## src/rtl/seq_pattern_detector_pkg.sv

```systemverilog
// Shared types and reset-default configuration for the serial pattern detector.
package seq_pattern_detector_pkg;

    typedef enum logic [1:0] {
        ST_FILL  = 2'd0,
        ST_ARMED = 2'd1,
        ST_ERR   = 2'd2
    } state_e;

    localparam logic [31:0] DEF_PATTERN = 32'b110;
    localparam int unsigned DEF_LEN     = 3;
    localparam logic        DEF_OVERLAP = 1'b1;

    function automatic logic len_is_valid(input int unsigned len, input int unsigned pat_w);
        return (len >= 2) && (len <= pat_w);
    endfunction

endpackage

```

## src/rtl/sat_counter.sv

```systemverilog
// Saturating event counter; a clear coinciding with an increment leaves the count at one.
module sat_counter #(
    parameter int WIDTH = 16
) (
    input  logic             clk,
    input  logic             rst_n,
    input  logic             inc,
    input  logic             clr,
    output logic [WIDTH-1:0] count
);

    logic [WIDTH-1:0] cnt_q;
    logic [WIDTH-1:0] cnt_d;

    function automatic logic [WIDTH-1:0] sat_inc(input logic [WIDTH-1:0] v);
        return (&v) ? v : v + WIDTH'(1);
    endfunction

    always_comb begin
        cnt_d = cnt_q;
        if (clr) begin
            cnt_d = inc ? WIDTH'(1) : '0;
        end else if (inc) begin
            cnt_d = sat_inc(cnt_q);
        end
    end

    always_ff @(posedge clk or negedge rst_n) begin
        if (!rst_n) begin
            cnt_q <= '0;
        end else begin
            cnt_q <= cnt_d;
        end
    end

    assign count = cnt_q;

endmodule

```

## src/rtl/seq_pattern_detector.sv

```systemverilog
// Serial bit-pattern detector with run-time pattern/length/overlap configuration
// and a saturating match counter.
module seq_pattern_detector
    import seq_pattern_detector_pkg::*;
#(
    parameter int PAT_W = 8,
    parameter int CNT_W = 16,
    parameter int LEN_W = $clog2(PAT_W + 1)
) (
    input  logic             i_clk,
    input  logic             i_rst,
    input  logic             i_valid,
    input  logic             i_a,
    input  logic             i_cfg_load,
    input  logic [PAT_W-1:0] i_cfg_pattern,
    input  logic [LEN_W-1:0] i_cfg_len,
    input  logic             i_cfg_overlap,
    input  logic             i_clr_count,
    output logic             o_detect,
    output logic [CNT_W-1:0] o_match_count,
    output logic             o_cfg_err
);

    state_e           state_q, state_d;
    logic [PAT_W-1:0] hist_q, hist_d;
    logic [LEN_W-1:0] fill_q, fill_d;
    logic [PAT_W-1:0] pat_q, pat_d;
    logic [LEN_W-1:0] len_q, len_d;
    logic             ovl_q, ovl_d;
    logic             detect_q, detect_d;

    logic [PAT_W-1:0] hist_shift;
    logic [PAT_W-1:0] len_mask;
    logic [LEN_W-1:0] fill_inc;
    logic             hit;

    always_comb begin
        len_mask = '0;
        for (int i = 0; i < PAT_W; i++) begin
            len_mask[i] = (i < 32'(len_q));
        end
    end

    // Candidate view of the datapath if the offered bit is accepted this cycle.
    always_comb begin
        hist_shift = (hist_q << 1) | PAT_W'(i_a);
        fill_inc   = (fill_q >= len_q) ? len_q : fill_q + LEN_W'(1);
        hit        = (((hist_shift ^ pat_q) & len_mask) == '0) && (fill_inc == len_q);
    end

    always_comb begin
        state_d  = state_q;
        hist_d   = hist_q;
        fill_d   = fill_q;
        pat_d    = pat_q;
        len_d    = len_q;
        ovl_d    = ovl_q;
        detect_d = 1'b0;

        if (i_cfg_load) begin
            // The bit offered alongside a load is dropped; matching restarts from empty.
            pat_d   = i_cfg_pattern;
            len_d   = i_cfg_len;
            ovl_d   = i_cfg_overlap;
            fill_d  = '0;
            state_d = len_is_valid(32'(i_cfg_len), PAT_W) ? ST_FILL : ST_ERR;
        end else begin
            case (state_q)
                ST_FILL, ST_ARMED: begin
                    if (i_valid) begin
                        hist_d = hist_shift;
                        if (hit) begin
                            detect_d = 1'b1;
                            if (ovl_q) begin
                                fill_d  = fill_inc;
                                state_d = ST_ARMED;
                            end else begin
                                fill_d  = '0;
                                state_d = ST_FILL;
                            end
                        end else begin
                            fill_d  = fill_inc;
                            state_d = (fill_inc == len_q) ? ST_ARMED : ST_FILL;
                        end
                    end
                end
                ST_ERR: begin
                    state_d = ST_ERR;
                end
                default: begin
                    state_d = ST_FILL;
                    fill_d  = '0;
                end
            endcase
        end
    end

    always_ff @(posedge i_clk or negedge i_rst) begin
        if (!i_rst) begin
            state_q  <= ST_FILL;
            hist_q   <= '0;
            fill_q   <= '0;
            pat_q    <= DEF_PATTERN[PAT_W-1:0];
            len_q    <= LEN_W'(DEF_LEN);
            ovl_q    <= DEF_OVERLAP;
            detect_q <= 1'b0;
        end else begin
            state_q  <= state_d;
            hist_q   <= hist_d;
            fill_q   <= fill_d;
            pat_q    <= pat_d;
            len_q    <= len_d;
            ovl_q    <= ovl_d;
            detect_q <= detect_d;
        end
    end

    // Counter advances on the same edge that raises o_detect.
    sat_counter #(
        .WIDTH(CNT_W)
    ) u_match_cnt (
        .clk   (i_clk),
        .rst_n (i_rst),
        .inc   (detect_d),
        .clr   (i_clr_count),
        .count (o_match_count)
    );

    assign o_detect  = detect_q;
    assign o_cfg_err = (state_q == ST_ERR);

endmodule

```

## config.mk

```make
export PLATFORM = sky130hd
export DESIGN_NAME = seq_pattern_detector
export DESIGN_NICKNAME = d
export VERILOG_FILES = /design/src/rtl/seq_pattern_detector_pkg.sv /design/src/rtl/sat_counter.sv /design/src/rtl/seq_pattern_detector.sv
export SDC_FILE = /design/constraint.sdc
export NUM_CORES = 1
export LEC_CHECK = 0
export CAP_MARGIN = 20
export CORE_MARGIN = 2
export CORE_UTILIZATION = 30
export DETAILED_ROUTE_END_ITERATION = 16
export PLACE_DENSITY = 0.51
export SYNTH_ARGS = -nofsm -noshare
export SYNTH_HDL_FRONTEND = slang
export SYNTH_SLANG_ARGS = --single-unit
```

## constraint.sdc

```tcl
create_clock -name i_clk -period 2.4 [get_ports i_clk]
set_input_delay 0.24 -clock i_clk [delete_from_list [all_inputs] [get_ports i_clk]]
set_output_delay 0.24 -clock i_clk [all_outputs]
set_load 0.01 [all_outputs]
```

==> summary.md <==
| Metric | Value |
|---|---|
| Inserted Clock Buffers | `5` |
| Max-cap violations | `0` |
| Dpl cells | `393` |
| Final period utilization | `111%` |
| CP Launch Type | `flop` |
| PortBufs | `36` |
| Yosys Warn Count | `0` |
| Die footprint | `8660 µm²` |
| Final Core Density | `44.7%` |
| Max VDD drop | `227 µV` |
| Final min period | `2.66 ns` |
| Worst Path Required | `2.63 ns` |
| Antenna violations before repair | `0` |
| Clock latency on the worst-skew pair | `0.30 ns` |
| Post-Syn Area | `2380 µm²` |
| DIE WIDTH | `93.0 µm` |
| Final hold vios | `0` |
| Total track usage | `15.0%` |
| R2R setup slack | `-0.26 ns` |
| Vias in the first global route | `2,056` |
| Post-synth top flop | `dfrtp_1` |
| PD cells | `546 nW/µm²` |
| Drt first-iter violations | `58` |
| Setup ws final | `-0.259 ns` |
| Worst-margin pin slew | `0.783 ns` |
| DR WL/cell | `15.3 µm` |
| Root buffer cell | `clkbuf_8` |
| Placed cell areas | `3090 µm²` |
| Design area | `3430 µm²` |
| Synth top area cells | `dfrtp_1 40%, mux2_2 8.0%, dfstp_2 5.5%` |
| Max clock buf depth | `2` |
| TritonCTS Sinks | `43` |
| RSZ-0062 raised after global routing | `true` |
| Leak | `0.00137 µW` |
| Final wirelength | `6.32 mm` |
| Final net count | `334` |
| Vias per cell | `5.07` |
| Post-Syn Instances | `234` |
| Final Max Slew Viols | `0` |
| Starting Density | `30.9%` |
| First-pass GRT wire length | `10.3 mm` |
| Row count | `32` |
| Post-synth EDFFs | `0` |
| Congestion Overflow GR | `0` |
| Layout cells sized above 1 | `32.6%` |
| # H-tree levels | `2` |
| Die span in y | `93.0 µm` |
| TNS Setup | `-3.18 ns` |
| Max Fclk | `376 MHz` |
| Fin cells | `412` |
| I/O pin count | `37` |
| Core area | `7690 µm²` |
| CP Max Fanout | `6` |
| Final ANT Viol Nets | `0` |
| Outcome | `finished, violations left` |
| Area Growth Syn to Fin | `44.4%` |
| Unique cell type count in the Yosys netlist | `41` |
| HP Class | `in2async` |
| RD Place Congestion | `0.873` |
| Crit. End Element | `flop` |
| Syn Nets | `259` |
| Reg clk slew, reported paths | `0.10 ns` |
| Cell taking the most area after synthesis | `dfrtp_1` |
| DRC violations left | `0` |
| Post-synthesis sequential area ratio | `45.5%` |
| Syn_area_per_cell | `10.2 µm²` |
| Largest net degree at the start of global routing | `44` |
| Setup WS pre-CTS | `-0.213 ns` |
| Synth async-reset ratio | `100%` |
| WS Path Type | `reg2reg` |
| CTS tree | `yes` |
| Via count | `2,090` |
| Endpoints failing setup | `16` |
| Inserted Diodes | `0` |
| Clock Skews | `0.00324 ns` |
| Failing checks | `setup timing` |
| Synth Register Bits | `43` |
| Initial DRT Pass Iterations | `5` |
| Detailed Place HPWL | `4.12 mm` |
| Crit path DAT | `2.88 ns` |
| Slew margin rel. | `47.6%` |
| Top-area cell type share of the netlist area | `40.0%` |
## path summary, 6_finish.rpt
check                                   from                   end  cells past startpoint
worst max-delay path                len_q[1]  u_match_cnt.count[4]                      7
worst min-delay path                   i_rst              pat_q[3]                      3
worst max register to register      len_q[1]  u_match_cnt.count[4]                      7
worst min register to register     hist_q[6]             hist_q[6]                      1
max in group asynchronous              i_rst              len_q[1]                      3
min in group i_clk              i_cfg_len[1]              len_q[1]                      3
## through the flow
step,total power [µW],hold slack [ns]
CTS,1880,0.435
global route,1990,0.442
finish,1880,0.434
global placement,1310,0.240
detailed placement,1320,0.239
floorplan,1140,-0.0556
## worst max-delay path, cell delays in order (launching register included)
cell and delay [ns]:
dfstp_2 0.39, or4_1 0.52, a222oi_1 0.45, o211a_2 0.34
buf_12 0.13, o221ai_4 0.12, or4_4 0.51, a21oi_2 0.12
## kinds of logic (layout without fill, tap and decap cells)
| logic type | after synthesis | in the layout | synth area share (%) |
|---|---|---|---|
| xor+xnor | 14 | 14 | 5.16 |
| compound gates | 58 | 60 | 16.0 |
| flops | 43 | 43 | 45.5 |
| simple gates | 73 | 73 | 17.0 |
| buf+inv | 20 | 94 | 3.79 |
| fa+ha+maj | 6 | 6 | 3.16 |
| mux | 20 | 20 | 9.42 |
## what timing repair did
item                       in CTS  in global routing
cloned                          2                  0
hold endpoints to repair       38                  0
hold buffers                    1                  0
pin swaps                      22                  7
gates resized for setup        13                 19
buffers inserted                7                  4
setup endpoints to repair      17                 22
## area by class of cell
class / count / area (µm²)
flip-flops and latches: 43 / 1080
well taps: 102 / 128
multi-input cells: 173 / 1380
clock buffers: 5 / 68.8
inverters: 9 / 36.3
repair buffers: 77 / 718
fillers: 768 / 4250
clock inverters: 3 / 26.3
## registers in the layout (all words and copies together), names as in the netlist
| signal | count |
|---|---|
| u_match_cnt.count | 16 |
| pat_q | 8 |
| hist_q | 7 |
| fill_q | 4 |
| len_q | 4 |
| state_q | 2 |
| o_detect | 1 |
| ovl_q | 1 |
## where the power goes
group	internal, µW	switching (µW)
Combinational	251	233
Sequential	812	67.5
Clock	217	296
## layout by cell type, fill, tap and decap left out, types with 3 or more instances in the layout
master           count
o221ai_4             3
dfrtp_1             38
inv_6                3
dfstp_2              5
clkdlybuf4s50_1     35
nor2_1              14
inv_1                8
buf_4               33
nand4_1              4
nand3_1              8
or4_1               11
clkbuf_8             5
o31ai_1              8
buf_6                4
mux2_2              17
o21ai_0              7
ha_1                 6
nand2_1             14
o31ai_2              4
xor2_1               9
a21oi_1             18
xnor2_1              5
buf_12               3
o21a_1               4
## metal layers
layer	part of all wire, %	track usage (%)
met3	4.0	3.63
met5	0	0
met2	50	24.8
met1	46	20.1
met4	0.22	3.19
## cell usage after synthesis, types with 5 or more instances
library cell   n
o21ai_0       11
dfstp_2        5
or4_1         13
nand2_1       14
clkbuf_1       9
mux2_2        17
xor2_1         9
o21a_1         5
xnor2_1        5
dfrtp_1       38
o31ai_1       13
nor2_1        15
inv_1          8
a21oi_1       20
ha_1           6
nand3_1        9
Note: power is estimated with default switching activity, not from simulation.
